<file path="src/rtl/wb_master_bridge_if.sv">
// Bundles the core request/response channels and the Wishbone B4 master port
// driven by wb_master_bridge.
interface wb_master_bridge_if #(
   parameter int TAGSIZE = 1
);
   logic                req_valid_i;
   logic                req_ready_o;
   logic [31:0]         req_addr_i;
   logic [31:0]         req_wdata_i;
   logic                req_we_i;
   logic [3:0]          req_be_i;

   logic                rsp_valid_o;
   logic                rsp_ready_i;
   logic [31:0]         rsp_rdata_o;
   logic                rsp_err_o;

   logic [31:0]         wb_adr_o;
   logic [31:0]         wb_dat_o;
   logic [3:0]          wb_sel_o;
   logic                wb_we_o;
   logic                wb_cyc_o;
   logic                wb_stb_o;
   logic                wb_lock_o;
   logic [TAGSIZE-1:0]  wb_tga_o;
   logic [TAGSIZE-1:0]  wb_tgd_o;
   logic [TAGSIZE-1:0]  wb_tgc_o;
   logic                wb_gnt_i;
   logic [31:0]         wb_dat_i;
   logic                wb_ack_i;
   logic                wb_err_i;
   logic                wb_rty_i;

   modport master (
      input  req_valid_i, req_addr_i, req_wdata_i, req_we_i, req_be_i,
      output req_ready_o,
      input  rsp_ready_i,
      output rsp_valid_o, rsp_rdata_o, rsp_err_o,
      output wb_adr_o, wb_dat_o, wb_sel_o, wb_we_o, wb_cyc_o, wb_stb_o,
      output wb_lock_o, wb_tga_o, wb_tgd_o, wb_tgc_o,
      input  wb_gnt_i, wb_dat_i, wb_ack_i, wb_err_i, wb_rty_i
   );

   modport slave (
      output req_valid_i, req_addr_i, req_wdata_i, req_we_i, req_be_i,
      input  req_ready_o,
      output rsp_ready_i,
      input  rsp_valid_o, rsp_rdata_o, rsp_err_o,
      input  wb_adr_o, wb_dat_o, wb_sel_o, wb_we_o, wb_cyc_o, wb_stb_o,
      input  wb_lock_o, wb_tga_o, wb_tgd_o, wb_tgc_o,
      output wb_gnt_i, wb_dat_i, wb_ack_i, wb_err_i, wb_rty_i
   );
endinterface

</file>
<file path="src/rtl/wb_master_bridge.sv">
// Turns each core valid/ready request into one Wishbone classic cycle with
// arbitration, bounded retry and timeout, returning one response per request.
module wb_master_bridge #(
   parameter int TAGSIZE     = 1,
   parameter int MAX_RETRY   = 3,
   parameter int TIMEOUT_CYC = 256
) (
   input  logic                  clk_i,
   input  logic                  rst_i,
   wb_master_bridge_if.master    bus
);

   typedef enum logic [2:0] {IDLE, ARB, XFER, RETRY, RESP} state_t;

   localparam logic [7:0]         RETRY_LIMIT = 8'(MAX_RETRY);
   localparam logic [15:0]        TIMER_LAST  = 16'(TIMEOUT_CYC - 1);
   localparam logic [TAGSIZE-1:0] TAG_ZERO    = '0;

   state_t       state;
   logic [7:0]   retry_cnt;
   logic [15:0]  timer;
   logic         cyc_q, stb_q, req_ready_q, rsp_valid_q, rsp_err_q, we_q;
   logic [31:0]  adr_q, dat_q, rsp_rdata_q;
   logic [3:0]   sel_q;

   // Every output is a register so nothing on the Wishbone side reaches an
   // output combinationally; async reset drops cyc/stb at once.
   always_ff @(posedge clk_i or posedge rst_i) begin
      if (rst_i) begin
         state       <= IDLE;
         retry_cnt   <= '0;
         timer       <= '0;
         cyc_q       <= 1'b0;
         stb_q       <= 1'b0;
         req_ready_q <= 1'b0;
         rsp_valid_q <= 1'b0;
         rsp_err_q   <= 1'b0;
         rsp_rdata_q <= '0;
         we_q        <= 1'b0;
         adr_q       <= '0;
         dat_q       <= '0;
         sel_q       <= '0;
      end else begin
         case (state)
            IDLE: begin
               if (bus.req_valid_i && req_ready_q) begin
                  adr_q       <= bus.req_addr_i;
                  dat_q       <= bus.req_wdata_i;
                  we_q        <= bus.req_we_i;
                  sel_q       <= bus.req_be_i;
                  retry_cnt   <= '0;
                  req_ready_q <= 1'b0;
                  cyc_q       <= 1'b1;
                  state       <= ARB;
               end else begin
                  req_ready_q <= 1'b1;
               end
            end
            ARB: begin
               if (bus.wb_gnt_i) begin
                  stb_q <= 1'b1;
                  timer <= '0;
                  state <= XFER;
               end
            end
            XFER: begin
               timer <= timer + 16'd1;
               if (bus.wb_ack_i) begin
                  rsp_rdata_q <= we_q ? 32'd0 : bus.wb_dat_i;
                  rsp_err_q   <= 1'b0;
                  rsp_valid_q <= 1'b1;
                  cyc_q       <= 1'b0;
                  stb_q       <= 1'b0;
                  state       <= RESP;
               end else if (bus.wb_err_i ||
                            (bus.wb_rty_i && retry_cnt == RETRY_LIMIT) ||
                            (!bus.wb_rty_i && TIMEOUT_CYC != 0 && timer == TIMER_LAST)) begin
                  rsp_rdata_q <= '0;
                  rsp_err_q   <= 1'b1;
                  rsp_valid_q <= 1'b1;
                  cyc_q       <= 1'b0;
                  stb_q       <= 1'b0;
                  state       <= RESP;
               end else if (bus.wb_rty_i) begin
                  retry_cnt <= retry_cnt + 8'd1;
                  cyc_q     <= 1'b0;
                  stb_q     <= 1'b0;
                  state     <= RETRY;
               end
            end
            RETRY: begin
               cyc_q <= 1'b1;
               state <= ARB;
            end
            RESP: begin
               if (bus.rsp_ready_i) begin
                  rsp_valid_q <= 1'b0;
                  req_ready_q <= 1'b1;
                  state       <= IDLE;
               end
            end
            default: begin
               cyc_q       <= 1'b0;
               stb_q       <= 1'b0;
               rsp_valid_q <= 1'b0;
               req_ready_q <= 1'b0;
               state       <= IDLE;
            end
         endcase
      end
   end

   assign bus.req_ready_o = req_ready_q;
   assign bus.rsp_valid_o = rsp_valid_q;
   assign bus.rsp_rdata_o = rsp_rdata_q;
   assign bus.rsp_err_o   = rsp_err_q;
   assign bus.wb_adr_o    = adr_q;
   assign bus.wb_dat_o    = dat_q;
   assign bus.wb_sel_o    = sel_q;
   assign bus.wb_we_o     = we_q;
   assign bus.wb_cyc_o    = cyc_q;
   assign bus.wb_stb_o    = stb_q;
   assign bus.wb_lock_o   = 1'b0;
   assign bus.wb_tga_o    = TAG_ZERO;
   assign bus.wb_tgd_o    = TAG_ZERO;
   assign bus.wb_tgc_o    = TAG_ZERO;

endmodule

</file>
<file path="src/flat_wrapper.sv">
// flat-port wrapper written by rule: the top's interface ports become plain ports
module wb_master_bridge_flat 
#(
   parameter int TAGSIZE     = 1,
   parameter int MAX_RETRY   = 3,
   parameter int TIMEOUT_CYC = 256
)
  (clk_i, rst_i, bus_req_valid_i, bus_req_addr_i, bus_req_wdata_i, bus_req_we_i, bus_req_be_i, bus_req_ready_o, bus_rsp_ready_i, bus_rsp_valid_o, bus_rsp_rdata_o, bus_rsp_err_o, bus_wb_adr_o, bus_wb_dat_o, bus_wb_sel_o, bus_wb_we_o, bus_wb_cyc_o, bus_wb_stb_o, bus_wb_lock_o, bus_wb_tga_o, bus_wb_tgd_o, bus_wb_tgc_o, bus_wb_gnt_i, bus_wb_dat_i, bus_wb_ack_i, bus_wb_err_i, bus_wb_rty_i);
  wb_master_bridge_if #(.TAGSIZE(TAGSIZE)) bus_i ();
  input  logic clk_i;
  input  logic rst_i;
  input wire logic [$bits(bus_i.req_valid_i)-1:0] bus_req_valid_i;
  input wire logic [$bits(bus_i.req_addr_i)-1:0] bus_req_addr_i;
  input wire logic [$bits(bus_i.req_wdata_i)-1:0] bus_req_wdata_i;
  input wire logic [$bits(bus_i.req_we_i)-1:0] bus_req_we_i;
  input wire logic [$bits(bus_i.req_be_i)-1:0] bus_req_be_i;
  output wire logic [$bits(bus_i.req_ready_o)-1:0] bus_req_ready_o;
  input wire logic [$bits(bus_i.rsp_ready_i)-1:0] bus_rsp_ready_i;
  output wire logic [$bits(bus_i.rsp_valid_o)-1:0] bus_rsp_valid_o;
  output wire logic [$bits(bus_i.rsp_rdata_o)-1:0] bus_rsp_rdata_o;
  output wire logic [$bits(bus_i.rsp_err_o)-1:0] bus_rsp_err_o;
  output wire logic [$bits(bus_i.wb_adr_o)-1:0] bus_wb_adr_o;
  output wire logic [$bits(bus_i.wb_dat_o)-1:0] bus_wb_dat_o;
  output wire logic [$bits(bus_i.wb_sel_o)-1:0] bus_wb_sel_o;
  output wire logic [$bits(bus_i.wb_we_o)-1:0] bus_wb_we_o;
  output wire logic [$bits(bus_i.wb_cyc_o)-1:0] bus_wb_cyc_o;
  output wire logic [$bits(bus_i.wb_stb_o)-1:0] bus_wb_stb_o;
  output wire logic [$bits(bus_i.wb_lock_o)-1:0] bus_wb_lock_o;
  output wire logic [$bits(bus_i.wb_tga_o)-1:0] bus_wb_tga_o;
  output wire logic [$bits(bus_i.wb_tgd_o)-1:0] bus_wb_tgd_o;
  output wire logic [$bits(bus_i.wb_tgc_o)-1:0] bus_wb_tgc_o;
  input wire logic [$bits(bus_i.wb_gnt_i)-1:0] bus_wb_gnt_i;
  input wire logic [$bits(bus_i.wb_dat_i)-1:0] bus_wb_dat_i;
  input wire logic [$bits(bus_i.wb_ack_i)-1:0] bus_wb_ack_i;
  input wire logic [$bits(bus_i.wb_err_i)-1:0] bus_wb_err_i;
  input wire logic [$bits(bus_i.wb_rty_i)-1:0] bus_wb_rty_i;
  assign bus_i.req_valid_i = bus_req_valid_i;
  assign bus_i.req_addr_i = bus_req_addr_i;
  assign bus_i.req_wdata_i = bus_req_wdata_i;
  assign bus_i.req_we_i = bus_req_we_i;
  assign bus_i.req_be_i = bus_req_be_i;
  assign bus_req_ready_o = bus_i.req_ready_o;
  assign bus_i.rsp_ready_i = bus_rsp_ready_i;
  assign bus_rsp_valid_o = bus_i.rsp_valid_o;
  assign bus_rsp_rdata_o = bus_i.rsp_rdata_o;
  assign bus_rsp_err_o = bus_i.rsp_err_o;
  assign bus_wb_adr_o = bus_i.wb_adr_o;
  assign bus_wb_dat_o = bus_i.wb_dat_o;
  assign bus_wb_sel_o = bus_i.wb_sel_o;
  assign bus_wb_we_o = bus_i.wb_we_o;
  assign bus_wb_cyc_o = bus_i.wb_cyc_o;
  assign bus_wb_stb_o = bus_i.wb_stb_o;
  assign bus_wb_lock_o = bus_i.wb_lock_o;
  assign bus_wb_tga_o = bus_i.wb_tga_o;
  assign bus_wb_tgd_o = bus_i.wb_tgd_o;
  assign bus_wb_tgc_o = bus_i.wb_tgc_o;
  assign bus_i.wb_gnt_i = bus_wb_gnt_i;
  assign bus_i.wb_dat_i = bus_wb_dat_i;
  assign bus_i.wb_ack_i = bus_wb_ack_i;
  assign bus_i.wb_err_i = bus_wb_err_i;
  assign bus_i.wb_rty_i = bus_wb_rty_i;
  wb_master_bridge #(.TAGSIZE(TAGSIZE), .MAX_RETRY(MAX_RETRY), .TIMEOUT_CYC(TIMEOUT_CYC)) u_core (.clk_i(clk_i), .rst_i(rst_i), .bus(bus_i));
endmodule
</file>
<file path="config.mk">
export PLATFORM = sky130hd
export DESIGN_NAME = wb_master_bridge_flat
export DESIGN_NICKNAME = d
export VERILOG_FILES = /design/src/rtl/wb_master_bridge_if.sv /design/src/rtl/wb_master_bridge.sv /design/src/flat_wrapper.sv
export SDC_FILE = /design/constraint.sdc
export NUM_CORES = 1
export LEC_CHECK = 0
export CORE_UTILIZATION = 43
export CTS_CLUSTER_SIZE = 28
export DETAILED_ROUTE_END_ITERATION = 6
export GPL_TIMING_DRIVEN = 0
export PLACE_DENSITY = 0.8
export SYNTH_ARGS = -nofsm -noshare
export SYNTH_HDL_FRONTEND = slang
export SYNTH_SLANG_ARGS = --single-unit
export TNS_END_PERCENT = 100
</file>
<file path="constraint.sdc">
create_clock -name clk_i -period 4.4 [get_ports clk_i]
set_input_delay 0.44 -clock clk_i [delete_from_list [all_inputs] [get_ports clk_i]]
set_output_delay 0.44 -clock clk_i [all_outputs]
set_load 0.02 [all_outputs]
</file>
==> summary.txt <==
Clocking
  – CTS tree: built
  – Clock tree sinks: between 100 and 150
  – Clk_lat worst skew: ~0.41 ns
  – # resized after CTS: 0
  – CTS Buf Count: 17
  – CTS root buffer: clkbuf_16
  – CTS H-tree lvls: 4
  – CTS Buffer Depth: 2
  – CTS Hold Bufs: 0
  – Reg clk slew, reported paths: ~0.060 ns
  – Postcts setup bufs: 0

Finish
  – Final net count: approximately 900
  – Share of post-route cells with drive strength above 1: 0.07615
  – Fill cell count: 900
  – Syn-to-layout area delta: 55.81%
  – Most frequent cells in the layout: nand2_1, clkdlybuf4s50_1, dfrtp_1, a22o_1, o21ai_0
  – Inserted Diodes: 0
  – Commonest non-fill, non-tap cell in the layout: nand2_1
  – Finished Cell Area: roughly 8500 um2

Timing
  – Final setup violation count: 0
  – Final hold violation count: 0
  – Final Cycle Share: 0.4938
  – RSZ-0062 raised after global routing: false
  – Post-layout min period: between 2 and 2.5 ns
  – Worst-margin pin slew: between 0.5 and 0.6 ns
  – Max-slew violations: 0
  – Clock Skew: about 0.0073 ns
  – Max-Slew Margin vs Limit: 0.6434
  – Max frequency: about 0.46 GHz

Worst setup path
  – Reg2Reg Depth: 6
  – CP max FO: 10
  – Startpoint Class: register
  – R2R Path Start: u_core.state[1]
  – Reg-to-reg setup timing slack: approximately 2.2 ns
  – Worst Path Buf+Inv: 1
  – CP max-delay cell: nor2_2
  – CP Cell Sequence: buf_2 -> nand4bb_1 -> nor2_2 -> a21oi_1 -> nor4_1 -> mux2i_1
  – Top delay family on crit path: simple AND/OR/NAND/NOR gates
  – Setup crit end kind: register
  – Worst R2R End: u_core.retry_cnt[7]
  – CP startpoint: u_core.state[1]
  – CP arrival: approximately 2.5 ns
  – CP Class: reg -> reg
  – Max incr delay on CP: approximately 0.48 ns
  – Worst endpoint required time: between 4 and 5 ns

Global route
  – Number of global-route vias before repair: just under 5,000
  – Largest net degree at the start of global routing: between 90 and 100
  – Initial antenna violation count: 0
  – First-pass GRT wire length: between 20,000 and 25,000 um
  – Grt total ovfl: 0
  – GRT Overall Usage: 0.2394

Logic synthesis
  – Synth Cell Area: 5473 um2
  – Synth Flop Type: dfrtp_1
  – Yosys warning count: 0
  – Seq/Total Area, Yosys: 0.6081
  – Async SR Flop Fraction: 1.000
  – Flops & latches, synth: 133
  – Mean Syn Cell Area: slightly below 10 um2
  – EDFF count, synth: 0
  – Post-Syn Instances: about 550
  – Library cells used by synthesis: 45

Floorplanning
  – Core area: ~12,000 um2
  – I/O pin total: 219
  – Initial core utilization: 0.4482
  – Die width: ~110 um
  – Row cnt: 40
  – Die area: between 10,000 and 15,000 um2
  – Die H: between 100 and 150 um

Job
  – Max-Cap Viols: 0

Power and ir drop
  – Pwr dens: ~730 nW/um2
  – Leakage: slightly below 4 nW
  – Final Power: slightly above 6 mW
  – Worst VDD drop: about 0.37 mV

Placement
  – DP Wirelength: ~11,000 um
  – Cell Area, Placed: between 7000 and 8000 um2
  – I/O Buffers: between 200 and 250
  – Final GP Congestion: 0.8223

Route
  – Vias/cell: about 5.1
  – DRT Wirelength: around 15,000 um
  – DRT Pass-1 Iters: 4
  – Antenna-violating nets left: 0
  – Initial drt markers: about 380
  – Residual DRC count: 0
  – Avg WL per Cell: 15.91 um
  – Via count: slightly below 5,000

Status
  – Status: completed

Min path
  – Hold Crit Class: in -> async
[Yosys cell counts (8+ instances only)]
cell type / n / area, um2
nand2_1: 227 / 852.1
dfrtp_1: 133 / 3328
a22o_1: 34 / 297.8
o21ai_0: 18 / 90.09
nand3_1: 17 / 85.08
clkbuf_1: 11 / 41.29
nor2_1: 11 / 41.29
buf_2: 9 / 45.04
a21oi_1: 8 / 40.04
[metrics by stage]
stage | std cells | worst slack, ns | utilization | hold WS (ns) | TNS, ns
floorplan | 555 | 0.4056 | - | 0.4534 | 0
global placement | 936 | -1.265 | 0.6409 | 0.4561 | -167.68
finish | 969 | 2.227 | 0.6983 | 0.4134 | 0
global route | 969 | 2.058 | 0.6983 | 0.4126 | 0
CTS | 969 | 2.208 | 0.6983 | 0.4039 | 0
detailed placement | 937 | 1.903 | 0.6435 | 0.4614 | 0
[registers in the layout, summed over array words and instances, names as in the netlist]
| signal | count |
|---|---|
| u_core.bus.req_ready_o | 1 |
| u_core.bus.rsp_err_o | 1 |
| u_core.bus.rsp_rdata_o | 32 |
| u_core.bus.rsp_valid_o | 1 |
| u_core.bus.wb_adr_o | 32 |
| u_core.bus.wb_cyc_o | 1 |
| u_core.bus.wb_dat_o | 32 |
| u_core.bus.wb_sel_o | 4 |
| u_core.bus.wb_stb_o | 1 |
| u_core.bus.wb_we_o | 1 |
| u_core.retry_cnt | 8 |
| u_core.state | 3 |
| u_core.timer | 16 |
[worst max-delay path by stage]
stage	cells past startpoint	slack, ns	end
detailed placement	6	1.90	u_core.retry_cnt[7]
finish	6	2.23	u_core.retry_cnt[7]
floorplan	1	0.41	u_core.bus.req_ready_o
global route	6	2.06	u_core.retry_cnt[6]
global placement	2	-1.27	u_core.bus.wb_dat_o[3]
CTS	6	2.21	u_core.retry_cnt[7]
[per-layer routing]
| metal | share of wire | GRT usage |
|---|---|---|
| met5 | 0 | 0 |
| met4 | 0.025 | 0.1030 |
| met3 | 0.068 | 0.06273 |
| met2 | 0.51 | 0.4149 |
| met1 | 0.40 | 0.2822 |
[where the power goes]
group	switching [mW]	total [mW]	internal (mW)
clock network	0.515	1.57	1.05
logic	1.44	2.65	1.21
registers	0.291	2.00	1.71
total	2.25	6.22	3.97
[area by class of cell]
class	count	area, um2	share of cell area
Buffer	33	180.2	0.02113
Clock buffer	21	470.5	0.05517
Clock inverter	11	197.7	0.02318
Inverter	4	20.02	0.002348
Multi-Input combinational cell	385	1961	0.2299
Sequential cell	133	3328	0.3903
Tap cell	168	210.2	0.02465
Timing Repair Buffer	214	2160	0.2533
[cell families (layout without fill, tap and decap cells)]
kind of cell,after synthesis,count (layout),share of synthesized area
other,1,4,0.0006852
AO/OA/AOI/OAI,79,79,0.1084
buffers and inverters,37,283,0.03566
multiplexers,5,5,0.009145
AND/OR/NAND/NOR,294,294,0.2318
flip-flops,133,133,0.6081
adder cells (fa/ha/maj),2,2,0.004572
XOR/XNOR,1,1,0.001601
(Power assumes the default switching activity.)
